### config.mk
export PLATFORM = sky130hd
export DESIGN_NAME = pinv_ram_loader
export DESIGN_NICKNAME = d
export VERILOG_FILES = /design/src/rtl/pinv_ram_loader.sv
export SDC_FILE = /design/constraint.sdc
export NUM_CORES = 2
export LEC_CHECK = 0
export CORE_AREA = 4 4 479 481
export DETAILED_ROUTE_END_ITERATION = 7
export DIE_AREA = 0 0 483 485
export PLACE_DENSITY_LB_ADDON = 0.25
export SYNTH_ARGS = -nofsm -noshare
export SYNTH_HDL_FRONTEND = slang
export SYNTH_SLANG_ARGS = --single-unit
### constraint.sdc
create_clock -name clka -period 3.15 [get_ports clka]
set_input_delay 0.4725 -clock clka [delete_from_list [all_inputs] [get_ports clka]]
set_output_delay 0.4725 -clock clka [all_outputs]
set_load 0.03 [all_outputs]
### src/rtl/pinv_ram_loader.sv
// Packs a WORD_W-bit stream into ROW_W-bit rows and writes DEPTH rows through RAM port A.
// Define PINV_LOADER_CSUM_EN to enable the running checksum on csum; otherwise csum reads 0.
module pinv_ram_loader #(
  parameter int ADDR_W = 5,
  parameter int DEPTH  = 32,
  parameter int WORD_W = 32,
  parameter int ROW_W  = 1152
) (
  input  logic              clka,
  input  logic              rst_n,
  input  logic              start,
  input  logic [WORD_W-1:0] s_data,
  input  logic              s_valid,
  output logic              s_ready,
  output logic              wea,
  output logic [ADDR_W-1:0] addra,
  output logic [ROW_W-1:0]  dina,
  output logic              busy,
  output logic              done,
  output logic [WORD_W-1:0] csum
);
  localparam int WORDS_PER_ROW = ROW_W / WORD_W;
  localparam int WC_W = (WORDS_PER_ROW > 1) ? $clog2(WORDS_PER_ROW) : 1;

  typedef enum logic [1:0] {IDLE, FILL, WRITE, DONE} state_e;

  state_e            state_q, state_d;
  logic [WC_W-1:0]   word_cnt_q, word_cnt_d;
  logic [ADDR_W-1:0] row_cnt_q, row_cnt_d;
  logic [ROW_W-1:0]  buf_q, buf_d;
  logic              s_ready_q, wea_q, busy_q, done_q;
  logic [ADDR_W-1:0] addra_q;
  logic [ROW_W-1:0]  dina_q;
  logic              xfer, start_ok;

  // s_ready_q is only ever high in FILL, so this is the full handshake
  assign xfer     = s_valid && s_ready_q;
  assign start_ok = start && (state_q == IDLE);

  always_comb begin
    state_d    = state_q;
    word_cnt_d = word_cnt_q;
    row_cnt_d  = row_cnt_q;
    buf_d      = buf_q;
    case (state_q)
      IDLE: if (start) begin
        word_cnt_d = '0;
        row_cnt_d  = '0;
        state_d    = FILL;
      end
      FILL: if (xfer) begin
        buf_d[int'(word_cnt_q)*WORD_W +: WORD_W] = s_data;
        if (word_cnt_q == WC_W'(WORDS_PER_ROW-1)) begin
          word_cnt_d = '0;
          state_d    = WRITE;
        end else begin
          word_cnt_d = word_cnt_q + WC_W'(1);
        end
      end
      WRITE: if (row_cnt_q == ADDR_W'(DEPTH-1)) begin
        state_d = DONE;
      end else begin
        row_cnt_d = row_cnt_q + ADDR_W'(1);
        state_d   = FILL;
      end
      DONE:    state_d = IDLE;
      default: state_d = IDLE;
    endcase
  end

  // All handshake and RAM-port outputs are registered from the next state
  always_ff @(posedge clka or negedge rst_n) begin
    if (!rst_n) begin
      state_q    <= IDLE;
      word_cnt_q <= '0;
      row_cnt_q  <= '0;
      buf_q      <= '0;
      s_ready_q  <= 1'b0;
      wea_q      <= 1'b0;
      busy_q     <= 1'b0;
      done_q     <= 1'b0;
      addra_q    <= '0;
      dina_q     <= '0;
    end else begin
      state_q    <= state_d;
      word_cnt_q <= word_cnt_d;
      row_cnt_q  <= row_cnt_d;
      buf_q      <= buf_d;
      s_ready_q  <= (state_d == FILL);
      wea_q      <= (state_d == WRITE);
      busy_q     <= (state_d == FILL) || (state_d == WRITE);
      done_q     <= (state_d == DONE);
      if (state_q == FILL && state_d == WRITE) begin
        addra_q <= row_cnt_q;
        dina_q  <= buf_d;
      end
    end
  end

  assign s_ready = s_ready_q;
  assign wea     = wea_q;
  assign busy    = busy_q;
  assign done    = done_q;
  assign addra   = addra_q;
  assign dina    = dina_q;

`ifdef PINV_LOADER_CSUM_EN
  logic [WORD_W-1:0] csum_q;

  always_ff @(posedge clka or negedge rst_n) begin
    if (!rst_n)        csum_q <= '0;
    else if (start_ok) csum_q <= '0;
    else if (xfer)     csum_q <= csum_q + s_data;
  end

  assign csum = csum_q;
`else
  assign csum = '0;
`endif

endmodule

==> run summary <==
The run finished with clean final reports. For the global router's overall resource usage, the log shows 0.3353. At the pin with the least slew margin, the transition time is 1.097 ns.

Origin of the worst min-delay path: s_data[27]. The synthesized instance count was 9085; the final RePlAce weighted congestion was 0.9056. After detailed routing, the number of remaining DRC violations is 0. The share of total power consumed by net switching was 0.3344; the initial core utilization was 0.4172.

The ratio of cells with drive above 1 in the final layout is 0.1406. In this run the critical register-to-register path is launched from word_cnt_q[3]. The run gives 7988 as the number of DRC markers in iteration 0. The cell family contributing the most delay on the critical path is simple AND/OR/NAND/NOR gates. No sink is reached through more buffers than the 3 on the longest clock path.

The tools report the count of nets after finishing as 10511. The register-to-register setup slack was 0.08 ns. In this run the power spent charging and discharging nets is 27.81 mW. The H-tree was split into 4 levels.

Sequential cell fraction of total power: 0.406. The run gives -0.07776 ns as the setup slack after placement. The minimum clock period came out at 3.074 ns. STA classifies the critical path startpoint as a flop. Register bit count reported by yosys: 2326. Global routing finished with a remaining overflow of 0.

Setup repair after global routing could not meet its margin everywhere. IR analysis of the VDD net gives a maximum drop of 0.0007458 V. The origin of the worst setup path is word_cnt_q[3]. The number of detailed-routing iterations run before antenna repair was 6. The post-DP HPWL was 288000 µm.

The remaining antenna violation count after routing is 0. The tools report the number of library cell types mapped by synthesis as 71. Entering global routing, the biggest net connects 133 pins.

Flip-flop cell with the highest count after synthesis: dfrtp_1. The synthesized area per cell came out at 10.32 µm². The biggest fanout along the worst timing path was 25; the power per standard cell area was 678.4 nW/µm². The tools report the number of pins with negative max-slew slack in the final report as 0. Dividing the detail-routed via count by the number of cells gives 5.677. After clock tree synthesis, the clock-pin slew on the worst setup and hold paths is 0.07 ns. For this run, the number of Yosys warnings is 0.

After detailed routing, the average wire length per cell comes to 29.46 µm. The internal power was 55.34 mW; the clock network power share was 0.354. The area enclosed by the die boundary came out at 234300 µm². At the worst endpoint, the required time is 3.90 ns. The final worst setup slack is 0.07606 ns, and the worst hold slack is 0.07884 ns. Summed over all cells, the static leakage comes to 59.87 nW.

The logs give 236 for the number of clock buffers inserted by TritonCTS and 570100 µm for the wire length of the first global-routing pass. Walking the worst path, the cells encountered are buf_4, buf_4, nor2b_2, nand3_1, or3_4, mux2_2, mux2_2. The detailed router put a total of 158100 µm of wire on met1. Counting every sink on the clock net gives 2326.

The tools report the endpoint kind of the worst setup timing path as a flop. The tools report the portion of total power attributed to combinational logic as 0.240. After detailed routing, the met3 layer carries 37770 µm of wire. The slowest stage of the critical path belongs to the cell or3_4.

At the worst endpoint, the arrival time is 3.82 ns. The tools report the master cell of the clock root buffer as clkbuf_16. The tools report the relative slew slack as 0.2685.

TritonCTS built the clock tree. The tools report the number of standard cells in the final layout excluding fillers as 13678. The routed design uses 180100 µm of met2 wire. The logs give 36 for the initial antenna violation count and 0.3253 GHz for the maximum clock frequency.

The quantity of I/O buffers inserted on ports is 1196, and the layout-stage area growth over the synthesis result is 30.77%. The final number of setup-violating endpoints came out at 0. Counting both buffers and inverters, the worst setup path holds a total of 2. Final critical-path share of the clock period: 0.9759. After synthesis the cells add up to 93720 µm². The setup path with the least slack is of type flop to flop. The fraction of synthesis flops using an asynchronous set or reset pin is 1.000.

The library cell used most frequently in the layout, excluding fill and tap cells, is dfrtp_1. Count of endpoints failing hold in the final timing report: 0. Across the run, the number of max-cap violations was 0. The clock insertion delay at the later pin of the skew report was 0.91 ns; the top-level I/O count was 1229. Y dimension of the die: 485 µm. Leaving out fill and tap cells, the most frequent cells in the layout are dfrtp_1, nand2_1, clkdlybuf4s50_1, nor2_1, o21ai_0. Measured along the x axis, the die boundary spans 483 µm. The path type of the worst min-delay path was primary input to flop. For the maximum clock skew at final layout, the log shows 0.05425 ns. In this run, placement finished with an instance count of 13198. For this block, the routed nets add up to 403000 µm of wire. On the worst path, the slowest cell contributes a delay of 0.61 ns. The floorplan step defined a core boundary enclosing 224700 µm². The highest layer used for signal routing was met5. The tools report the standard-cell row count as 174.

The number of global-route vias before repair is 76355, and the number of flops mapped to enable cells by yosys is 0. The sequential fraction of the synthesis area came out at 0.6210. For this block, the via count after detailed routing is 77655.
flip-flops by register name, summed over array words and instances (netlist names), 2 cells and up:
| signal | flops |
|---|---|
| state_q | 2 |
| dina | 1152 |
| word_cnt_q | 6 |
| addra | 5 |
| buf_q | 1152 |
| row_cnt_q | 5 |
power groups by stage:
stage	registers, mW	logic, mW	clock network (mW)
finish	33.8	19.9	29.4
global route	34.0	21.0	31.0
CTS	33.8	19.5	29.7
detailed placement	34.3	19.4	0
global placement	34.2	19.1	0
floorplan	34.0	8.79	0
worst reg2reg max path, cell delays in order (launching register included):
cell	delay (ns)
dfrtp_1	0.38
buf_4	0.24
buf_4	0.22
nor2b_2	0.50
nand3_1	0.35
or3_4	0.61
mux2_2	0.40
mux2_2	0.26
per-layer routing:
layer,up-vias,global-route usage
li1,33742,-
met1,39410,0.4314
met2,3683,0.5113
met3,816,0.09242
met4,4,0.1912
met5,-,0
what timing repair did:
item / in CTS / in global routing
setup buffers: 0 / 17
hold buffers: 1 / 0
endpoints found under the hold margin: 90 / 0
gates resized for setup: 2 / 39
gates cloned: 0 / 5
pin swaps: 0 / 7
endpoints found under the setup margin: 33 / 368
per-stage QoR:
step           area, µm²  power (mW)   TNS [ns]    util
5_1_grt           122500       86.01   -0.04965  0.5454
6_report          122600       83.15          0  0.5455
3_3_place_gp      114000       53.29    -0.6387  0.5074
4_1_cts           122100       83.00  -0.003222  0.5436
3_5_place_dp      114000       53.72     -2.056  0.5074
2_1_floorplan      93920       42.81          0       -
synthesized netlist by cell type (all sizes together) (4+ instances only):
| master | n | area, µm² |
|---|---|---|
| o31ai | 149 | 1119 |
| o41ai | 14 | 122.6 |
| mux2i | 270 | 2703 |
| nand2b | 21 | 131.4 |
| and3 | 28 | 175.2 |
| o211ai | 67 | 508.0 |
| dfrtp | 2326 | 58210 |
| nor3 | 69 | 376.6 |
| nand3b | 7 | 52.55 |
| clkbuf | 567 | 2128 |
| or3 | 180 | 1126 |
| inv | 236 | 885.9 |
| or4 | 60 | 450.4 |
| nand4 | 95 | 600.6 |
| nor2b | 8 | 50.05 |
| o2111ai | 5 | 43.79 |
| a211oi | 8 | 75.08 |
| buf | 179 | 925.9 |
| nor2 | 591 | 2218 |
| xnor2 | 5 | 51.30 |
| o21a | 7 | 52.55 |
| a21oi | 49 | 245.2 |
| and2 | 136 | 850.8 |
| nor4 | 21 | 183.9 |
| a21o | 9 | 67.56 |
| nand2 | 2022 | 7590 |
| a221o | 81 | 810.8 |
| a31oi | 492 | 3078 |
| a22o | 7 | 61.31 |
| ha | 8 | 100.1 |
| o21ai | 510 | 2552 |
| nand3 | 492 | 2462 |
| mux2 | 260 | 2928 |
| xor2 | 4 | 35.03 |
| nand4b | 4 | 35.03 |
| or2 | 60 | 375.4 |
cell families (layout without fill, tap and decap cells):
kind of cell | after synthesis | count (layout) | synth area share
buffers and inverters | 983 | 2538 | 0.04208
AND/OR/NAND/NOR | 3803 | 3803 | 0.1789
other | 1 | 47 | 0.00004001
multiplexers | 530 | 530 | 0.06007
flip-flops | 2326 | 2326 | 0.6210
XOR/XNOR | 9 | 9 | 0.0009211
AO/OA/AOI/OAI | 1425 | 1425 | 0.09592
adder cells (fa/ha/maj) | 8 | 8 | 0.001068
final cells by class:
class                      count  area [µm²]
antenna                       15       37.54
fill                       19558      102100
timing repair buffer        1859       19210
clock inverter                89        1235
sequential                  2326       58210
tap                         2992        3744
inverter                     237       892.1
clock buffer                 353        6885
multi-input combinational   5807       32340
final timing paths:
check | to | cells past startpoint
max | dina[1064] | 7
min | buf_q[475] | 3
max reg2reg | dina[1064] | 7
min reg2reg | buf_q[58] | 2
max in group asynchronous | buf_q[439] | 4
min in group asynchronous | buf_q[1013] | 2
No activity file was read; power rests on OpenSTA's default activity.
